--- src/rtl/piso_tx_ctrl_if.sv ---
// piso_tx_ctrl_if: word handshake plus shift-register control/qualifier bundle.
interface piso_tx_ctrl_if #(
   parameter int WIDTH = 10
);
   logic [WIDTH-1:0] in_data;
   logic             in_valid;
   logic             in_ready;
   logic             load;
   logic [WIDTH-1:0] pi;
   logic             si;
   logic             so_valid;
   logic             so_last;
   logic             busy;
   modport master (output in_data, in_valid, input in_ready, load, pi, si, so_valid, so_last, busy);
   modport slave (input in_data, in_valid, output in_ready, load, pi, si, so_valid, so_last, busy);
endinterface

--- src/rtl/piso_tx_ctrl.sv ---
// piso_tx_ctrl: frame sequencer for an external free-running MSB-first PISO shift register.
// Defining PISO_TX_CTRL_PARITY_EN appends a parity bit (fed through si) to every frame.
module piso_tx_ctrl #(
   parameter int WIDTH      = 10,
   parameter bit PARITY_ODD = 1'b0
) (
   input logic         clk,
   input logic         rst_n,
   piso_tx_ctrl_if.slave bus
);
`ifdef PISO_TX_CTRL_PARITY_EN
   localparam int FRAME = WIDTH + 1;
`else
   localparam int FRAME = WIDTH;
`endif
   localparam int CW = $clog2(FRAME);
   typedef enum logic {IDLE, SHIFT} state_t;
   state_t           state, state_nx;
   logic [CW-1:0]    cnt, cnt_nx;
   logic             hold_full;
   logic [WIDTH-1:0] hold_data;
   logic             last, load, accept;
   assign last   = state == SHIFT && cnt == CW'(FRAME - 1);
   assign load   = hold_full && (state == IDLE || last);
   assign accept = bus.in_valid && !hold_full;
   always_ff @(posedge clk or negedge rst_n) begin
      if (!rst_n) begin
         state     <= IDLE;
         cnt       <= '0;
         hold_full <= 1'b0;
         hold_data <= '0;
      end else begin
         state     <= state_nx;
         cnt       <= cnt_nx;
         hold_full <= accept || (hold_full && !load);
         if (accept) hold_data <= bus.in_data;
      end
   end
   always_comb begin
      state_nx = load ? SHIFT : (last ? IDLE : state);
      cnt_nx   = (load || last || state == IDLE) ? '0 : cnt + CW'(1);
   end
   always_comb begin
      bus.in_ready = !hold_full;
      bus.load     = load;
      bus.pi       = hold_data;
      bus.so_valid = state == SHIFT;
      bus.so_last  = last;
      bus.busy     = state == SHIFT || hold_full;
`ifdef PISO_TX_CTRL_PARITY_EN
      // hold_data still holds the just-loaded word during the cnt==0 cycle
      bus.si       = state == SHIFT && cnt == '0 && (^hold_data ^ PARITY_ODD);
`else
      bus.si       = 1'b0 & PARITY_ODD;
`endif
   end
endmodule

--- src/flat_wrapper.sv ---
// flat-port wrapper written by rule: the top's interface ports become plain ports
module piso_tx_ctrl_flat 
#(
   parameter int WIDTH      = 10,
   parameter bit PARITY_ODD = 1'b0
)
  (clk, rst_n, bus_in_data, bus_in_valid, bus_in_ready, bus_load, bus_pi, bus_si, bus_so_valid, bus_so_last, bus_busy);
  piso_tx_ctrl_if #(.WIDTH(WIDTH)) bus_i ();
  input logic clk;
  input logic rst_n;
  input wire logic [$bits(bus_i.in_data)-1:0] bus_in_data;
  input wire logic [$bits(bus_i.in_valid)-1:0] bus_in_valid;
  output wire logic [$bits(bus_i.in_ready)-1:0] bus_in_ready;
  output wire logic [$bits(bus_i.load)-1:0] bus_load;
  output wire logic [$bits(bus_i.pi)-1:0] bus_pi;
  output wire logic [$bits(bus_i.si)-1:0] bus_si;
  output wire logic [$bits(bus_i.so_valid)-1:0] bus_so_valid;
  output wire logic [$bits(bus_i.so_last)-1:0] bus_so_last;
  output wire logic [$bits(bus_i.busy)-1:0] bus_busy;
  assign bus_i.in_data = bus_in_data;
  assign bus_i.in_valid = bus_in_valid;
  assign bus_in_ready = bus_i.in_ready;
  assign bus_load = bus_i.load;
  assign bus_pi = bus_i.pi;
  assign bus_si = bus_i.si;
  assign bus_so_valid = bus_i.so_valid;
  assign bus_so_last = bus_i.so_last;
  assign bus_busy = bus_i.busy;
  piso_tx_ctrl #(.WIDTH(WIDTH), .PARITY_ODD(PARITY_ODD)) u_core (.clk(clk), .rst_n(rst_n), .bus(bus_i));
endmodule
--- config.mk ---
export PLATFORM = sky130hd
export DESIGN_NAME = piso_tx_ctrl_flat
export DESIGN_NICKNAME = d
export VERILOG_FILES = /design/src/rtl/piso_tx_ctrl_if.sv /design/src/rtl/piso_tx_ctrl.sv /design/src/flat_wrapper.sv
export SDC_FILE = /design/constraint.sdc
export NUM_CORES = 1
export LEC_CHECK = 0
export ABC_CLOCK_PERIOD_IN_PS = 1560
export CAP_MARGIN = 40
export CORE_MARGIN = 1
export CORE_UTILIZATION = 43
export CTS_BUF_LIST = sky130_fd_sc_hd__clkbuf_4
export CTS_CLUSTER_SIZE = 20
export DETAILED_ROUTE_END_ITERATION = 10
export PLACE_DENSITY = 0.77
export SLEW_MARGIN = 10
export SYNTH_ARGS = -nofsm -noshare
export SYNTH_HDL_FRONTEND = slang
export SYNTH_SLANG_ARGS = --single-unit
--- constraint.sdc ---
create_clock -name clk -period 1.56 [get_ports clk]
set_input_delay 0.312 -clock clk [delete_from_list [all_inputs] [get_ports clk]]
set_output_delay 0.312 -clock clk [all_outputs]
set_load 0.05 [all_outputs]
Yosys cells after proc, flatten, opt, wreduce, memory -nomap -nowiden

Index checks and enable logic that the tools add are counted.

Bits in registers: 16
Output and inout bits: 16
Logic and storage cells: 22

Add/sub/neg operators: 1
Equality and inequality tests: 1
Mux-type cells: 3
Bitwise logic cells: 1
Reduce and logical (&&, ||, !) cells: 12

Operators with widths:

| kind                                         | number |
|---|---|
| logical OR 1 bit                             | 5 |
| adder 4 x 1 -> 4 bit (second input constant) | 1 |
| equality test 4 bit (second input constant)  | 1 |
| logical AND 1 bit                            | 4 |
| 2-to-1 mux 4 bit                             | 1 |
| zero test 1 bit                              | 2 |
| 2-to-1 mux 1 bit                             | 2 |
| nonzero test 2 bit                           | 1 |
| inverter 1 bit                               | 1 |

Longest topological paths before layout

Gate-level depths: netlist of the first run.

Depth after elaboration: 7
Depth in mapped cells: 5
Depth with buffers taken out: 5

Worst setup path before layout of the first run

OpenSTA, ideal clock, no wires.

Path kind: register to output
From: reg u_core.cnt[1]
To: out bus_load
Data arrival time: 1.538 ns
Data required time: 1.248 ns
Setup slack: -0.290 ns
Stages on the path, launching flop included: 5
Path buffers: 0
Cells stage by stage: dfrtp_1 > inv_1 > ha_1 > nand3b_1 > a21oi_1

Longest elaborated chain between the ends: 4

Ends and longest elaborated chain:

| what                   | RTL line           | source |
|---|---|---|
| start, declared        | piso_tx_ctrl.sv:19 | `logic [CW-1:0] cnt, cnt_nx;` |
| start signal, assigned | piso_tx_ctrl.sv:34 | `cnt <= cnt_nx;` |
| equality test 4 bit    | piso_tx_ctrl.sv:23 | `assign last = state == SHIFT && cnt == CW'(FRAME - 1);` |
| logical AND 1 bit      | piso_tx_ctrl.sv:23 |  |
| logical OR 1 bit       | piso_tx_ctrl.sv:24 | `assign load = hold_full && (state == IDLE \|\| last);` |
| logical AND 1 bit      | piso_tx_ctrl.sv:24 |  |
| end, declared          | flat_wrapper.sv:14 | `output wire logic [$bits(bus_i.load)-1:0] bus_load;` |

Every way passes these cells.

Final worst setup path of the first run

Same ends and word-level chain as after synthesis.

==> results of run 1 <==
-- cell families after synthesis --
logic type / count (synthesis)
compound gates: 4
fa+ha+maj: 2
buf+inv: 5
flops: 16
mux: 11
other cells: 1
simple gates: 13
-- per-layer routing --
metal	part of all wire [%]	vias to the layer above	GRT usage, %
met1	44	242	21.1
met4	1.6	0	7.50
met2	50	17	25.5
li1	-	249	-
met3	4.3	2	6.47
met5	0	-	0
-- timing repair --
item / 4_1_cts / 5_1_grt
setup endpoints to repair: 2 / 3
setup buffers: 3 / 0
pin swaps: 1 / 1
gates resized for setup: 1 / 0
hold endpoints to repair: 0 / 0
-- Yosys cell counts --
master,n
a21oi_1,2
a31o_2,1
a31oi_1,1
buf_4,1
buf_6,1
conb_1,1
dfrtp_1,16
ha_1,2
inv_1,3
mux2_2,1
mux2_4,9
mux2i_1,1
nand2_1,4
nand3_1,1
nand3b_1,1
nand4b_1,1
nor2_1,4
nor2b_2,1
or3b_1,1
-- power groups by stage --
stage          Combinational [mW]  Sequential (mW)  Clock (mW)
3_3_place_gp                 1.43            0.764           0
4_1_cts                      1.51            0.757       0.215
6_report                     1.50            0.756       0.208
5_1_grt                      1.58            0.782       0.231
3_5_place_dp                 1.45            0.770           0
2_1_floorplan               0.483             1.22           0
-- area by class of cell --
class	count	area [um2]	share of cell area, %
Clock buffer	3	22.5	2.01
Inverter	3	11.3	1.00
Multi-Input combinational cell	31	288	25.6
Sequential cell	16	400	35.7
Tap cell	16	20.0	1.78
Timing Repair Buffer	35	380	33.9
-- layout by cell type (no fill, tap or decap) --
cell / instances
dfrtp_1: 16
nand3b_1: 1
a21oi_1: 1
clkdlybuf4s50_1: 12
nor2_2: 1
a21oi_2: 1
nor2b_2: 1
mux2i_1: 1
mux2_4: 9
buf_4: 16
nand3_1: 1
a31oi_1: 1
ha_1: 1
clkbuf_4: 3
buf_12: 7
mux2_2: 1
conb_1: 1
ha_2: 1
nand4b_1: 1
a31o_2: 1
inv_1: 3
or3b_1: 1
nand2_1: 4
nor2_1: 3
-- state kept, by name (all words and copies together) (netlist names) --
signal and cells:
u_core.cnt 4, u_core.hold_full 1, u_core.bus.pi 10, u_core.bus.so_valid 1
-- path summary, 6_finish.rpt --
kind                                   from                to  slack [ps]  cells past startpoint
min in group clk           u_core.bus.pi[1]  u_core.bus.pi[1]         520                      1
max                           u_core.cnt[1]          bus_load        -180                      5
max reg2reg                   u_core.cnt[1]  u_core.hold_full         140                      6
min                                   rst_n  u_core.bus.pi[5]         350                      2
min reg2reg                u_core.bus.pi[1]  u_core.bus.pi[1]         520                      1
max in group asynchronous             rst_n  u_core.hold_full        1030                      2
-- through the flow --
stage | hold WS (ps) | area [um2] | worst slack (ps) | std cells
5_1_grt | 357 | 1120 | -260 | 104
3_3_place_gp | 500 | 1070 | 7.95 | 98
3_5_place_dp | 494 | 1070 | -10.7 | 98
4_1_cts | 353 | 1120 | -189 | 104
6_report | 351 | 1120 | -182 | 104
2_1_floorplan | 16.4 | 716 | -57.0 | 52
==> impl_metrics.py, run 1 <==
metrics = {
    "outcome": {
        "outcome": "complete, but fails checks",
        "violations": "setup timing",
    },
    "layout": {
        "nFillCells": 102,
        "fin_nets": 105,
        "syn_to_final_growth_pct": 58.2,
        "antenna_cells": 0,
        "postLayoutCoreUtil_pct": 73.6,
        "drive_gt1_share_pct": 46.6,
    },
    "routing": {
        "drc": 0,
        "wl_per_cell_um": 12.9,
        "via_count": 510,
        "drt_iter0_drc": 0,
        "final_antenna_net_count": 0,
        "vias_per_cell": 4.90,
        "drt_pass1_iterations": 1,
        "drt-total-wl_um": 1340,
    },
    "power_and_ir_drop": {
        "p_leak_nw": 0.532,
        "p_per_area_nw_per_um2": 2200,
        "share_comb_of_total_power_pct": 60.9,
        "p_switching_mw": 1.09,
        "clockPowerShare_pct": 8.4,
        "total_power_mw": 2.46,
        "p_seq_share_pct": 30.7,
        "vdd_ir_drop_max_v": 0.00153,
        "p_int_mw": 1.37,
        "p_sw_share_pct": 44.2,
    },
    "logic_synthesis": {
        "yosys.area.top_type_share_pct": 56.4,
        "muxShareOfSynthArea_pct": 22.0,
        "synth_fp_nets": 67,
        "yosys.area.top_type": "dfrtp_1",
        "synthXorXnorAreaFrac_pct": 0,
        "synth_fa_ha_area_share_pct": 3.53,
        "synth_compound_gate_area_share_pct": 3.53,
        "synth_simple_gate_area_share_pct": 9.70,
        "synth_top_family_by_area": "multiplexers",
        "syn_inst": 52,
        "synth.distinct_cells": 19,
        "synth_seq_cells": 16,
        "seq_area_frac_synth_pct": 56.4,
        "synth.top_cells.by_area": "dfrtp_1 (56%), mux2_4 (19%), ha_1 (3.5%)",
        "syn-cell-area_um2": 709,
        "synth_area_per_cell_um2": 13.6,
        "synth.yosys.warnings": 0,
    },
    "cts": {
        "numCtsBuffers": 3,
        "cts_htree_levels": 1,
        "cts_sinks": 16,
        "cts_tree": "done",
        "cts_buffer_depth": 2,
        "clock_latency_ps": 280,
        "cts-root-buf": "clkbuf_4",
        "holdBufCountCts": 0,
        "clk_pin_slew_ps": 80,
    },
    "timing": {
        "max_freq_ghz": 0.574,
        "rsz0062_at_grt": "yes",
        "finalHoldViolCount": 0,
        "period_share_pct": 112,
        "slew_violations": 0,
        "final-setup-viol-count": 2,
        "layout_setup_ws_ps": -182,
        "period_needed_ps": 1740,
        "clock_skew_ps": 2.32,
        "setup_tns_ps": -336,
    },
    "global_routing": {
        "antenna_found_initial": 0,
        "grt_overflow": 0,
        "grt_pass1_vias": 502,
        "grt_max_degree": 17,
        "grt_pass1_wl_um": 2170,
        "grt_usage_pct": 16.8,
    },
    "setup_path": {
        "cpLargestDelayFamily": "flip-flops",
        "path_buf_inv": 2,
        "required_ps": 1250,
        "startpoint_type": "flip-flop",
        "cp_slowest_cell": "dfrtp_1",
        "end_kind": "primary output",
        "critPathMaxFanout": 3,
        "crit_type": "flip-flop to primary output",
        "arrival_ps": 1430,
        "max_stage_delay_ps": 390,
        "path_cells": "inv_1, ha_2, nand3b_1, a21oi_2, buf_12",
    },
    "floorplan": {
        "start_util_pct": 46.6,
        "fp.dieW_um": 42.6,
        "ioPinCount": 29,
        "core_um2": 1520,
        "num_rows": 14,
        "die-height_um": 42.6,
        "fp.dieArea_um2": 1820,
    },
    "placed_design": {
        "routabilityCongestion": 0.667,
        "port_buffers": 27,
        "hpwl_um": 983,
    },
    "job": {
        "maxCapViolCount": 0,
    },
    "hold_path": {
        "hold_class": "primary input to async pin",
    },
}
No activity file was read; power rests on OpenSTA's default activity.
==> inputs of run 2 (changes only) <==
--- a/config.mk
+++ b/config.mk
@@ -6,13 +6,11 @@
 export NUM_CORES = 1
 export LEC_CHECK = 0
 export ABC_CLOCK_PERIOD_IN_PS = 1560
-export CAP_MARGIN = 40
 export CORE_MARGIN = 1
-export CORE_UTILIZATION = 43
-export CTS_BUF_LIST = sky130_fd_sc_hd__clkbuf_4
+export CORE_UTILIZATION = 41
 export CTS_CLUSTER_SIZE = 20
 export DETAILED_ROUTE_END_ITERATION = 10
-export PLACE_DENSITY = 0.77
+export PLACE_DENSITY = 0.74
 export SLEW_MARGIN = 10
 export SYNTH_ARGS = -nofsm -noshare
 export SYNTH_HDL_FRONTEND = slang
==> run 2 against run 1 <==
Net effect: the flow finishes with violations (DRC, setup timing); clock power grew 27%; worst hold slack lost 18 ps; first-iteration DRC count grew 11; via count grew 0.98%; count of clock-buffer cells in the layout grew 1; register-to-register slack gained 40 ps; maximum frequency grew 1.7%.
==> impl_metrics.py, run 2 (synthesis gave the netlist of run 1 again) <==
metrics = {
    "outcome": {
        "outcome": "complete, but fails checks",
        "violations": "DRC, setup timing",
    },
    "layout": {
        "antenna_cells": 0,
        "syn_to_final_growth_pct": 61.9,
        "layout_common_cells": "dfrtp_1 (16), buf_4 (15), clkdlybuf4s50_1 (12), mux2_4 (9), buf_12 (8)",
        "final_common_cell": "dfrtp_1",
        "drive_gt1_share_pct": 47.2,
        "largest_reg_flops": 10,
        "fin_nets": 105,
    },
    "power_and_ir_drop": {
        "p_per_area_nw_per_um2": 2260,
        "p_leak_nw": 0.544,
        "vdd_ir_drop_max_v": 0.00162,
        "total_power_mw": 2.59,
    },
    "global_routing": {
        "grt_pass1_vias": 537,
        "use_met1_pct": 22.4,
        "antenna_found_initial": 0,
        "use_met2_pct": 29.9,
        "grt_usage_pct": 18.2,
        "grt_overflow": 0,
        "top_usage_layer": "met2",
        "grt_util_met3_pct": 6.67,
        "grt_max_degree": 17,
        "grt_pass1_wl_um": 2430,
    },
    "setup_path": {
        "arrival_ps": 1400,
        "critPathMaxFanout": 3,
        "startpoint_type": "flip-flop",
        "end_kind": "primary output",
        "crit_type": "flip-flop to primary output",
        "reg2regPathDepth": 6,
        "required_ps": 1250,
        "rr_endpoint": "u_core.hold_full",
        "reg2reg_from": "u_core.cnt[1]",
        "r2r_slack_ps": 180,
    },
    "routing": {
        "drt_pass1_iterations": 6,
        "wl_per_cell_um": 13.9,
        "via_count": 515,
        "vias_per_cell": 4.90,
        "drt-total-wl_um": 1460,
        "drc": 2,
        "final_antenna_net_count": 0,
        "drt_iter0_drc": 11,
    },
    "timing": {
        "rsz0062_at_grt": "yes",
        "fin_hold_ws_ps": 332,
        "period_share_pct": 110,
        "slew_violations": 0,
        "layout_setup_ws_ps": -153,
        "final-setup-viol-count": 2,
        "max_freq_ghz": 0.584,
        "finalHoldViolCount": 0,
        "setup_tns_ps": -281,
        "clock_skew_ps": 4.58,
        "period_needed_ps": 1710,
    },
    "cts": {
        "cts_buffer_depth": 2,
        "cts_sinks": 16,
        "cts-root-buf": "clkbuf_4",
        "clock_latency_ps": 280,
        "clk_pin_slew_ps": 90,
        "cts_tree": "done",
        "cts_htree_levels": 1,
        "numCtsBuffers": 3,
        "holdBufCountCts": 0,
    },
    "floorplan": {
        "fp.dieArea_um2": 1900,
        "core_um2": 1560,
        "fp.dieW_um": 43.6,
        "die-height_um": 43.6,
        "ioPinCount": 29,
        "start_util_pct": 45.5,
        "num_rows": 14,
    },
    "placed_design": {
        "port_buffers": 27,
        "hpwl_um": 1130,
        "routabilityCongestion": 0.698,
    },
    "job": {
        "maxCapViolCount": 0,
    },
    "hold_path": {
        "hold_class": "primary input to async pin",
    },
}
==> run 2: metrics by stage <==
stage	std cells	setup WS [ps]	cell area [um2]	util (%)
after floorplan	52	-57.0	716	-
after global placement	97	13.2	1080	69.3
after detailed placement	97	-40.4	1080	69.3
after CTS	104	-169	1140	73.2
after global routing	105	-259	1150	73.7
final	105	-153	1150	73.7
==> run 2: cell type report <==
cell class                 count  area, um2
multi-input combinational     31        288
tap                           16       20.0
clock buffer                   4       36.3
fill                         106        410
timing repair buffer          35        393
sequential                    16        400
inverter                       3       11.3
==> run 2: metal layers <==
metal | wire length, um | share of wire (%)
met5 | 0 | 0
met1 | 602 | 41
met3 | 69 | 4.7
met4 | 13 | 0.89
met2 | 771 | 53
==> run 2: timing repair <==
action / CTS / global route
buffers inserted: 3 / 1
setup endpoints to repair: 2 / 3
resized for setup: 1 / 0
pin swaps: 1 / 1
==> run 2: worst max-delay path by stage <==
| stage | startpoint | to | slack [ps] | depth (start not counted) |
|---|---|---|---|---|
| floorplan | u_core.bus.so_valid | bus_so_last | -60 | 2 |
| global placement | bus_in_valid | u_core.bus.pi[8] | 10 | 4 |
| detailed placement | bus_in_valid | u_core.bus.pi[0] | -40 | 4 |
| CTS | u_core.cnt[1] | bus_load | -170 | 5 |
| global route | u_core.cnt[1] | bus_load | -260 | 5 |
| finish | u_core.cnt[1] | bus_load | -150 | 5 |
==> run 2: worst max-delay path: stages, from the launching register on <==
cell and delay, ps:
dfrtp_1 390, inv_1 60, ha_2 170, nand3b_1 150, a21oi_2 210, buf_12 160
==> run 2: where the power goes <==
group          internal, mW  switching (mW)
registers             0.613           0.156
clock network         0.142           0.122
logic                 0.714           0.844
==> inputs of run 3 (changes only) <==
--- a/config.mk
+++ b/config.mk
@@ -6,11 +6,11 @@
 export NUM_CORES = 1
 export LEC_CHECK = 0
 export ABC_CLOCK_PERIOD_IN_PS = 1560
-export CORE_MARGIN = 1
-export CORE_UTILIZATION = 41
-export CTS_CLUSTER_SIZE = 20
+export CORE_AREA = 2 2 39 41
 export DETAILED_ROUTE_END_ITERATION = 10
-export PLACE_DENSITY = 0.74
+export DIE_AREA = 0 0 41 43
+export DONT_BUFFER_PORTS = 1
+export PLACE_DENSITY = 0.65
 export SLEW_MARGIN = 10
 export SYNTH_ARGS = -nofsm -noshare
 export SYNTH_HDL_FRONTEND = slang
==> run 3 against run 2 <==
Net effect: the flow finishes with violations (setup timing); global-route usage shrank 0.91 points; combinational power shrank 57%; maximum frequency shrank 1.4%; sequential share of layout area increased by 12 points; sequential cell count stayed put; first-iteration DRC count did not move; clock skew shrank 4.0 ps; total power is 18% lower; die area fell by 7.2%; critical path type unchanged; critical endpoint unchanged; largest power group is now sequential cells.
==> impl_metrics.py, run 3 (synthesis gave the netlist of run 1 again) <==
metrics = {
    "outcome": {
        "outcome": "complete, but fails checks",
        "violations": "setup timing",
    },
    "layout": {
        "postLayoutCoreUtil_pct": 61.9,
        "final_common_cell": "dfrtp_1",
        "fin_nets": 80,
        "nFillCells": 106,
        "antenna_cells": 0,
        "layout_common_cells": "dfrtp_1 (16), mux2_4 (9), buf_4 (6), nand2_1 (4)",
        "syn_to_final_growth_pct": 20.8,
        "largest_reg_flops": 10,
        "drive_gt1_share_pct": 42.9,
        "stdcell_area_um2": 857,
    },
    "power_and_ir_drop": {
        "p_int_mw": 1.07,
        "vdd_ir_drop_max_v": 0.00113,
        "p_sw_share_pct": 49.2,
        "p_per_area_nw_per_um2": 2470,
        "clockPowerShare_pct": 9.7,
        "p_switching_mw": 1.04,
        "p_seq_share_pct": 58.4,
        "p_leak_nw": 0.405,
        "share_comb_of_total_power_pct": 31.9,
        "total_power_mw": 2.12,
    },
    "global_routing": {
        "grt_pass1_vias": 467,
        "grt_max_degree": 17,
        "grt_usage_pct": 17.3,
        "grt_pass1_wl_um": 1980,
        "grt_overflow": 0,
        "antenna_found_initial": 0,
    },
    "timing": {
        "slew_violations": 0,
        "finalHoldViolCount": 0,
        "layout_setup_ws_ps": -177,
        "max_freq_ghz": 0.576,
        "setup_tns_ps": -297,
        "tightest_slew_ps": 690,
        "period_needed_ps": 1740,
        "clock_skew_ps": 0.545,
        "rsz0062_at_grt": "yes",
        "period_share_pct": 111,
        "slew-limit-headroom_pct": 53.9,
        "final-setup-viol-count": 2,
    },
    "setup_path": {
        "max_stage_delay_ps": 380,
        "end_kind": "primary output",
        "required_ps": 1250,
        "arrival_ps": 1420,
        "crit_type": "flip-flop to primary output",
        "path_cells": "inv_1, ha_2, nand3b_1, a21oi_2, buf_12",
        "critPathMaxFanout": 3,
        "startpoint_type": "flip-flop",
        "cpLargestDelayFamily": "flip-flops",
        "path_buf_inv": 2,
        "cp_slowest_cell": "dfrtp_1",
    },
    "cts": {
        "cts_buffer_depth": 2,
        "cts-root-buf": "clkbuf_4",
        "clock_latency_ps": 280,
        "cts_tree": "done",
        "cts_sinks": 16,
        "numCtsBuffers": 3,
        "cts_htree_levels": 1,
        "clk_pin_slew_ps": 80,
    },
    "placed_design": {
        "port_buffers": 0,
        "hpwl_um": 947,
        "post_dp_cell_area_um2": 800,
        "dpl_worst_slack_ps": 26.7,
        "routabilityCongestion": 0.640,
    },
    "routing": {
        "drt_iter0_drc": 11,
        "drt_pass1_iterations": 4,
        "vias_per_cell": 5.65,
        "final_antenna_net_count": 0,
        "drt-total-wl_um": 1320,
        "wl_per_cell_um": 16.7,
        "drc": 0,
        "via_count": 446,
    },
    "floorplan": {
        "start_util_pct": 51.3,
        "num_rows": 14,
        "core_um2": 1380,
        "ioPinCount": 29,
        "fp.dieArea_um2": 1760,
        "fp.dieW_um": 41,
        "die-height_um": 43,
    },
    "job": {
        "maxCapViolCount": 0,
    },
    "hold_path": {
        "hold_class": "primary input to flip-flop",
    },
}
==> run 3: cell count changes in the layout (fill, tap and decap cells not counted), sizes merged <==
| cell | before | now |
|---|---|---|
| dlygate4sd3 | 0 | 1 |
| buf | 23 | 9 |
| clkbuf | 4 | 3 |
| clkdlybuf4s50 | 12 | 0 |
==> run 3: power groups by stage <==
stage               sequential, mW  combinational [mW]  clock [mW]
floorplan                     1.22               0.483           0
global placement              1.25               0.569           0
detailed placement            1.26               0.601           0
CTS                           1.24               0.681       0.219
global route                  1.27               0.730       0.244
finish                        1.23               0.675       0.206
==> run 3: worst register-to-register path: cells and delay by family, from the launching register on <==
family	cells	cell delay, ps
buffers and inverters	2	240
adder cells (fa/ha/maj)	1	180
AO/OA/AOI/OAI	1	240
AND/OR/NAND/NOR	1	150
flip-flops	1	380
==> run 3: cell type report <==
class                      instances  area [um2]  area share (%)
clock buffer                       3        22.5            2.63
inverter                           3        11.3            1.31
multi-input combinational         31         288            33.6
sequential                        16         400            46.7
tap                               16        20.0            2.34
timing repair buffer              10         115            13.4
==> run 3: worst paths after layout <==
check | from | end | slack [ps] | cells past startpoint
max | u_core.cnt[1] | bus_load | -180 | 5
min | bus_in_data[8] | u_core.bus.pi[8] | 170 | 1
max reg2reg | u_core.cnt[1] | u_core.hold_full | 270 | 5
min reg2reg | u_core.cnt[0] | u_core.cnt[0] | 570 | 2
max in group asynchronous | rst_n | u_core.cnt[1] | 610 | 1
min in group asynchronous | rst_n | u_core.hold_full | 510 | 1
==> run 3: repair_timing <==
item	4_1_cts	5_1_grt
endpoints found under the hold margin	16	0
endpoints found under the setup margin	2	2
resized for setup	1	0
buffers inserted	3	0
hold buffers	1	0
pin swaps	1	0
==> run 3: metrics by stage <==
stage | cells | hold slack (ps)
after floorplan | 52 | 16.4
after global placement | 72 | 16.7
after detailed placement | 72 | 16.7
after CTS | 79 | 162
after global routing | 79 | 154
final | 79 | 174
==> run 3: per-layer routing <==
| layer | wire (um) | vias up | GRT usage (%) |
|---|---|---|---|
| met3 | 151 | 2 | 5.76 |
| met5 | 0 | - | 0 |
| met1 | 495 | 226 | 17.9 |
| li1 | - | 196 | - |
| met4 | 19 | 0 | 10.0 |
| met2 | 653 | 22 | 28.4 |
